===== config.mk =====
export PLATFORM = sky130hd
export DESIGN_NAME = insn_seq_ctrl
export DESIGN_NICKNAME = d
export VERILOG_FILES = /design/src/rtl/insn_seq_ctrl.sv
export SDC_FILE = /design/constraint.sdc
export NUM_CORES = 1
export LEC_CHECK = 0
export BUFFER_PORTS_ARGS = -buffer_cell sky130_fd_sc_hd__buf_2
export CORE_MARGIN = 2
export CORE_UTILIZATION = 30
export CTS_CLUSTER_DIAMETER = 150
export CTS_CLUSTER_SIZE = 10
export DETAILED_ROUTE_END_ITERATION = 16
export PLACE_DENSITY_LB_ADDON = 0.12
export SLEW_MARGIN = 15
export SYNTH_ARGS = -nofsm -noshare
export SYNTH_HDL_FRONTEND = slang
export SYNTH_SLANG_ARGS = --single-unit

===== constraint.sdc =====
create_clock -name clk -period 2.6 [get_ports clk]
set_input_delay 0.39 -clock clk [delete_from_list [all_inputs] [get_ports clk]]
set_output_delay 0.39 -clock clk [all_outputs]
set_load 0.1 [all_outputs]

===== src/rtl/insn_seq_ctrl.sv =====
// insn_seq_ctrl: multi-cycle RV32I instruction sequencer.
// Steps each instruction through FETCH/DECODE/EXECUTE/MEM/WB, performs the
// imem/dmem handshakes, and owns the PC and the retired-instruction counter.
// Illegal opcodes, SYSTEM instructions and misaligned redirect targets park
// the core in TRAP until reset.
//
// Handshake rule: a request (imem_req_o / dmem_req_o) is held high for as
// long as the FSM sits in its waiting state; the transfer completes on the
// first rising edge where the matching ack is high (ack may coincide with
// the first request cycle). Acks seen in any other state are ignored.
module insn_seq_ctrl #(
   parameter int                 DWIDTH   = 32,
   parameter int                 AWIDTH   = 32,
   parameter logic [AWIDTH-1:0]  BASEADDR = AWIDTH'(32'h0100_0000)
) (
   input  logic              clk,
   input  logic              reset,
   output logic              imem_req_o,
   output logic [AWIDTH-1:0] imem_addr_o,
   input  logic              imem_ack_i,
   input  logic [DWIDTH-1:0] imem_rdata_i,
   output logic              dmem_req_o,
   output logic              dmem_we_o,
   input  logic              dmem_ack_i,
   input  logic              br_taken_i,
   input  logic [AWIDTH-1:0] target_i,
   output logic [AWIDTH-1:0] pc_o,
   output logic [DWIDTH-1:0] insn_o,
   output logic [6:0]        opcode_o,
   output logic [2:0]        state_o,
   output logic              exec_en_o,
   output logic              rf_we_o,
   output logic              trap_o,
   output logic [1:0]        trap_cause_o,
   output logic [31:0]       instret_o
);

   typedef enum logic [2:0] {
      S_FETCH   = 3'd0,
      S_DECODE  = 3'd1,
      S_EXECUTE = 3'd2,
      S_MEM     = 3'd3,
      S_WB      = 3'd4,
      S_TRAP    = 3'd5
   } state_t;

   localparam logic [6:0] OP_LUI    = 7'b0110111;
   localparam logic [6:0] OP_AUIPC  = 7'b0010111;
   localparam logic [6:0] OP_JAL    = 7'b1101111;
   localparam logic [6:0] OP_JALR   = 7'b1100111;
   localparam logic [6:0] OP_BRANCH = 7'b1100011;
   localparam logic [6:0] OP_LOAD   = 7'b0000011;
   localparam logic [6:0] OP_STORE  = 7'b0100011;
   localparam logic [6:0] OP_IMM    = 7'b0010011;
   localparam logic [6:0] OP_OP     = 7'b0110011;
   localparam logic [6:0] OP_FENCE  = 7'b0001111;
   localparam logic [6:0] OP_SYSTEM = 7'b1110011;

   localparam logic [1:0] CAUSE_NONE    = 2'd0;
   localparam logic [1:0] CAUSE_ILLEGAL = 2'd1;
   localparam logic [1:0] CAUSE_MISALGN = 2'd2;
   localparam logic [1:0] CAUSE_SYSTEM  = 2'd3;

   state_t            state;
   logic              redir_q;
   logic [AWIDTH-1:0] tgt_q;

   logic is_legal;
   logic is_system;
   logic is_jump;
   logic is_branch;
   logic is_mem;
   logic is_store;
   logic writes_rd;
   logic redir_now;

   assign opcode_o    = insn_o[6:0];
   assign imem_addr_o = pc_o;
   assign state_o     = state;
   assign trap_o      = (state == S_TRAP);

   // Opcode classification of the latched instruction.
   always_comb begin
      is_legal  = 1'b0;
      is_system = 1'b0;
      is_jump   = 1'b0;
      is_branch = 1'b0;
      is_mem    = 1'b0;
      is_store  = 1'b0;
      writes_rd = 1'b0;
      case (opcode_o)
         OP_LUI, OP_AUIPC, OP_IMM, OP_OP: begin
            is_legal  = 1'b1;
            writes_rd = 1'b1;
         end
         OP_JAL, OP_JALR: begin
            is_legal  = 1'b1;
            is_jump   = 1'b1;
            writes_rd = 1'b1;
         end
         OP_BRANCH: begin
            is_legal  = 1'b1;
            is_branch = 1'b1;
         end
         OP_LOAD: begin
            is_legal  = 1'b1;
            is_mem    = 1'b1;
            writes_rd = 1'b1;
         end
         OP_STORE: begin
            is_legal  = 1'b1;
            is_mem    = 1'b1;
            is_store  = 1'b1;
         end
         OP_FENCE:  is_legal  = 1'b1;
         OP_SYSTEM: is_system = 1'b1;
         default: ;
      endcase
   end

   assign redir_now = is_jump | (is_branch & br_taken_i);

   // Strobes come from the registered state only; reset masks them so nothing
   // fires while the core is being reinitialised.
   always_comb begin
      imem_req_o = 1'b0;
      dmem_req_o = 1'b0;
      dmem_we_o  = 1'b0;
      exec_en_o  = 1'b0;
      rf_we_o    = 1'b0;
      if (!reset) begin
         imem_req_o = (state == S_FETCH);
         dmem_req_o = (state == S_MEM);
         dmem_we_o  = (state == S_MEM) & is_store;
         exec_en_o  = (state == S_EXECUTE);
         rf_we_o    = (state == S_WB) & writes_rd & (insn_o[11:7] != 5'd0);
      end
   end

   // Sequencer FSM with its architectural registers (PC, instruction, counter).
   always_ff @(posedge clk) begin
      if (reset) begin
         state        <= S_FETCH;
         pc_o         <= BASEADDR;
         insn_o       <= '0;
         instret_o    <= '0;
         trap_cause_o <= CAUSE_NONE;
         redir_q      <= 1'b0;
         tgt_q        <= '0;
      end else begin
         case (state)
            S_FETCH: begin
               if (imem_ack_i) begin
                  insn_o <= imem_rdata_i;
                  state  <= S_DECODE;
               end
            end
            S_DECODE: begin
               if (is_legal) begin
                  state <= S_EXECUTE;
               end else begin
                  state        <= S_TRAP;
                  trap_cause_o <= is_system ? CAUSE_SYSTEM : CAUSE_ILLEGAL;
               end
            end
            S_EXECUTE: begin
               redir_q <= redir_now;
               tgt_q   <= target_i;
               if (redir_now && (target_i[1:0] != 2'b00)) begin
                  state        <= S_TRAP;
                  trap_cause_o <= CAUSE_MISALGN;
               end else if (is_mem) begin
                  state <= S_MEM;
               end else begin
                  state <= S_WB;
               end
            end
            S_MEM: begin
               if (dmem_ack_i) begin
                  state <= S_WB;
               end
            end
            S_WB: begin
               pc_o      <= redir_q ? tgt_q : (pc_o + AWIDTH'(4));
               instret_o <= instret_o + 32'd1;
               state     <= S_FETCH;
            end
            S_TRAP: state <= S_TRAP;
            default: begin
               state        <= S_TRAP;
               trap_cause_o <= CAUSE_ILLEGAL;
            end
         endcase
      end
   end

endmodule


==> results of run 1 <==
-- timing repair --
action	in CTS	in global routing
endpoints found under the setup margin	0	1
resized for setup	0	1
buffers inserted	0	0
-- routing by layer --
metal	up-vias	global-route usage
met5	-	0
met4	0	0.04528
met3	6	0.05333
met2	165	0.2786
met1	2918	0.2381
li1	3208	-
-- path summary, 6_finish.rpt --
check,from,end,slack (ns),depth (start not counted)
setup / recovery,insn_o[6],dmem_we_o,0.14,4
hold / removal,imem_rdata_i[1],insn_o[1],0.20,3
setup reg to reg,imem_addr_o[2],imem_addr_o[16],0.41,6
hold reg to reg,insn_o[20],insn_o[20],0.45,2
-- where the power goes --
part / switching [uW] / internal (uW) / leakage, uW
logic: 2400 / 538 / 0.00200
registers: 267 / 2280 / 0.00110
clock network: 938 / 1520 / 0.000288
-- area by class of cell --
type                       instances  area (sq um)
sequential                       134          2713
clock buffer                      21         480.5
timing repair buffer             233          1246
multi-input combinational        598          3251
inverter                          14         52.55
tap                              275         344.1
clock inverter                    10         118.9
fill                            2239         12820
-- cells in the mapped netlist (6+ instances only) --
cell type / n / area [sq um]
a211oi_1: 7 / 52.55
a21oi_1: 94 / 470.5
a22oi_1: 13 / 97.59
and3_1: 13 / 81.33
and4_1: 9 / 78.83
buf_4: 39 / 292.8
clkbuf_1: 51 / 191.4
dfxtp_1: 134 / 2683
inv_1: 13 / 48.80
mux2i_1: 10 / 100.1
nand2_1: 179 / 671.9
nand3_1: 24 / 120.1
nand4_1: 21 / 131.4
nor2_1: 63 / 236.5
nor3_1: 21 / 105.1
nor4_1: 14 / 87.58
o21ai_0: 25 / 125.1
o22ai_1: 6 / 37.54
or3_1: 8 / 50.05
xnor2_1: 8 / 70.07
xor2_1: 15 / 131.4
-- worst min-delay path, stage by stage --
cell and delay [ns]:
buf_2 0.10, nand2_1 0.04, a21oi_1 0.05
-- sequential cells by signal, indices dropped and copies added (netlist names) --
register,count
state_o,3
tgt_q,32
insn_o,32
redir_q,1
instret_o,32
imem_addr_o,32
trap_cause_o,2
-- cells by family (layout without fill, tap and decap cells) --
group | after synthesis | count (layout) | share of synthesized area
buffers and inverters | 107 | 278 | 0.08662
adder cells (fa/ha/maj) | 2 | 2 | 0.003884
multiplexers | 11 | 11 | 0.01729
AND/OR/NAND/NOR | 385 | 385 | 0.2806
XOR/XNOR | 23 | 23 | 0.03127
AO/OA/AOI/OAI | 177 | 177 | 0.1639
flip-flops | 134 | 134 | 0.4164
-- through the flow --
step	std cells	hold WS, ns	setup slack [ns]	util	cell area (sq um)
2_1_floorplan	839	0.4322	0.01753	-	6515
3_3_place_gp	1254	0.4387	0.4710	0.3617	7604
3_5_place_dp	1254	0.4438	0.4290	0.3617	7604
4_1_cts	1285	0.1819	0.01490	0.3902	8203
5_1_grt	1285	0.1870	0.03123	0.3903	8205
6_report	1285	0.2008	0.1431	0.3903	8205
==> impl_metrics.toml, run 1 <==
[outcome]
status = "finished clean"

[floorplanning]
dieWidth_um = 150.5
initial_utilization = 0.3065
core_area_sq_um = 21020
fp.dieH_um = 150.5
ios = 215
die-area_sq_um = 22660
fp-row-count = 53

[routing]
routed_wl_mm = 20.26
met1_length_mm = 9.538
met3_length_mm = 1.376
first_pass_iters = 4
wl_per_cell_um = 15.77
dr_wl_met2_mm = 9.260
via_per_inst = 4.900
ant_nets = 0
top_layer = "met4"
drc = 0
first_iter_violations = 243
vias = 6297

[critical_path]
path_class = "flip-flop to primary output"
critPathSlowestCell = "or4b_2"
critPathBufInv = 1
cp_top_family = "simple AND/OR/NAND/NOR gates"
crit_arrival_ns = 2.07
critPathLaunchType = "flip-flop"
cp_max_fo = 7
max_stage_delay_ns = 0.70
cp-end-kind = "primary output"
cp.required_ns = 2.21
path_cells = "nor2_1 -> or4b_2 -> nor2_4 -> clkbuf_4"

[timing]
finalMaxSlewViolations = 0
rsz0062_at_grt = "no"
fin_worst_skew_ns = 0.008951
timing_worst_slew_pin_value_ns = 0.6892
relSlewSlack = 0.5406
hold_violations = 0
period_needed_ns = 2.457
layout_worst_path_cycle_share = 0.9450
fin_setup_tns_ns = 0
fmax_ghz = 0.4070
setup_viol = 0

[power_and_ir_drop]
ir_drop_mv = 0.5826
leakage_uw = 0.003382
powerDensity_nw_per_um2 = 966.7
p_total_uw = 7932

[cts]
clkLatencyLatePin_ns = 0.41
cts_made_buffers = 17
clk_pin_slew_worst_paths_ns = 0.06
cts_max_path_buffers = 2
cts_hold_buf = 0
cts_sinks = 134
cts_tree = "yes"
htree_levels = 4
root_buffer = "clkbuf_16"

[cells_and_area]
final_cell_mix = "buf_2, nand2_1, dfxtp_1"
final_common_cell = "buf_2"
final_nets = 1069
area_growth_syn_to_layout_pct = 27.36
diodes = 0
drive_gt1_frac = 0.3030

[grt]
overflow = 0
grt_pass1_vias = 5770
grt_antenna_before_repair = 0
grt_pass1_wl_mm = 31.51
grt_max_degree = 58
gr-usage-all-layers = 0.1776

[synth]
yosys.cell_types.count = 58
synth_nets = 910
ys_warn_count = 0
syn_avg_cell_area_sq_um = 7.679
yosysSeqAreaShare = 0.4164
ys_async_sr_fraction = 0
synthesis.area_sq_um = 6442
synth_edf_count = 0
yosys_register_bits = 134
synth_flop_cell = "dfxtp_1"
netlist_instances = 839

[flow_run]
cap_violations = 0

[placement]
portBuffers = 214
dp_hpwl_mm = 14.31
place_congestion = 0.7734

[worst_hold_path]
hp-class = "input port to flip-flop"
Note: power is estimated with default switching activity, not from simulation.
==> run 2: changes to the inputs <==
--- a/config.mk
+++ b/config.mk
@@ -8,6 +8,7 @@
 export BUFFER_PORTS_ARGS = -buffer_cell sky130_fd_sc_hd__buf_2
 export CORE_MARGIN = 2
 export CORE_UTILIZATION = 30
+export CTS_BUF_LIST = sky130_fd_sc_hd__clkbuf_16
 export CTS_CLUSTER_DIAMETER = 150
 export CTS_CLUSTER_SIZE = 10
 export DETAILED_ROUTE_END_ITERATION = 16
==> impl_metrics.toml, run 2 (synthesized netlist as in run 1, its figures left out) <==
[grt]
grt_pass1_vias = 5784
overflow = 0
grt_max_degree = 58
grt_pass1_wl_mm = 31.55
gr-usage-all-layers = 0.1778
grt_antenna_before_repair = 0

[timing]
hold_violations = 0
fin_ws_ns = 0.1435
fin_worst_skew_ns = 0.008900
finalMaxSlewViolations = 0
fmax_ghz = 0.4071
layout_worst_path_cycle_share = 0.9448
rsz0062_at_grt = "no"
period_needed_ns = 2.456
timing_worst_slew_pin_value_ns = 0.6812
setup_viol = 0
fin_setup_tns_ns = 0
relSlewSlack = 0.5459

[power_and_ir_drop]
leakage_uw = 0.003359
powerDensity_nw_per_um2 = 956.3
ir_drop_mv = 0.5822

[cts]
cts_tree = "yes"
cts_hold_buf = 0
post_cts_buffers = 0
cts_sinks = 134
htree_levels = 4
cts_made_buffers = 17
clkLatencyLatePin_ns = 0.41
root_buffer = "clkbuf_16"
cts_max_path_buffers = 2
clk_pin_slew_worst_paths_ns = 0.06

[critical_path]
cp_top_family = "simple AND/OR/NAND/NOR gates"
critPathSlowestCell = "or4b_2"
r2r_start = "imem_addr_o[2]"
max_stage_delay_ns = 0.70
cp.required_ns = 2.21
startpoint = "insn_o[6]"
path_class = "flip-flop to primary output"
critPathLaunchType = "flip-flop"
cp_max_fo = 7
cp-end-kind = "primary output"
path_cells = "nor2_1 -> or4b_2 -> nor2_4 -> clkbuf_4"
critPathBufInv = 1
crit_arrival_ns = 2.07

[cells_and_area]
area_growth_syn_to_layout_pct = 26.74
final_nets = 1069
final_common_cell = "buf_2"
drive_gt1_frac = 0.2990
final_cell_mix = "buf_2, nand2_1, dfxtp_1"
diodes = 0

[routing]
ant_nets = 0
first_pass_iters = 5
via_per_inst = 4.900
wl_per_cell_um = 15.79
vias = 6296
routed_wl_mm = 20.29
drc = 0
first_iter_violations = 253

[placement]
place_congestion = 0.7734
dp_hpwl_mm = 14.31
post-place-ws_ns = 0.4290
portBuffers = 214

[flow_run]
cap_violations = 0

[floorplanning]
initial_utilization = 0.3065
fp-row-count = 53
core_area_sq_um = 21020
ios = 215
die-area_sq_um = 22660
fp.dieH_um = 150.5
dieWidth_um = 150.5

[worst_hold_path]
hp-start = "imem_rdata_i[1]"
hp-class = "input port to flip-flop"

[outcome]
status = "finished clean"
run 2: final cells by class:
type | instances | area (sq um)
Clock buffer | 17 | 425.4
Clock inverter | 14 | 133.9
Fill cell | 2247 | 12860
Inverter | 14 | 52.55
Multi-Input combinational cell | 598 | 3251
Sequential cell | 134 | 2713
Tap cell | 275 | 344.1
Timing Repair Buffer | 233 | 1246
run 2: what timing repair did:
action,in CTS,in global routing
gates resized for setup,0,1
endpoints found under the setup margin,0,1
hold endpoints to repair,0,0
run 2: path summary, 6_finish.rpt:
kind,slack (ns),to,cells past startpoint
min reg2reg,0.45,insn_o[23],2
max reg2reg,0.39,imem_addr_o[16],6
min,0.20,insn_o[1],3
max,0.14,dmem_we_o,4
run 2: layer usage:
layer  track usage  vias to the layer above  part of all wire
li1              -                     3201                 -
met1        0.2382                     2911              0.47
met2        0.2793                      176              0.46
met3       0.05333                        8             0.070
met4       0.04528                        0            0.0047
met5             0                        -                 0
run 2: worst reg2reg max path: cells and delay by family (launching register included):
kind	cells	cell delay, ns
adders and majority gates	1	0.20
AOI/OAI and AO/OA	2	0.28
DFF	1	0.38
and+or+nand+nor	3	1.28
run 2: through the flow:
stage / util / power [uW] / area, sq um / hold WS [ns] / std cells
floorplan: - / 5060 / 6515 / 0.4322 / 839
global placement: 0.3617 / 5545 / 7604 / 0.4387 / 1254
detailed placement: 0.3617 / 5540 / 7604 / 0.4438 / 1254
CTS: 0.3883 / 7900 / 8163 / 0.1819 / 1285
global route: 0.3884 / 8189 / 8165 / 0.1870 / 1285
finish: 0.3884 / 7809 / 8165 / 0.2013 / 1285
run 2: where the power goes:
part           internal (uW)  switching, uW
sequential              2280            267
clock                   1400            938
combinational            538           2390
total                   4210           3600
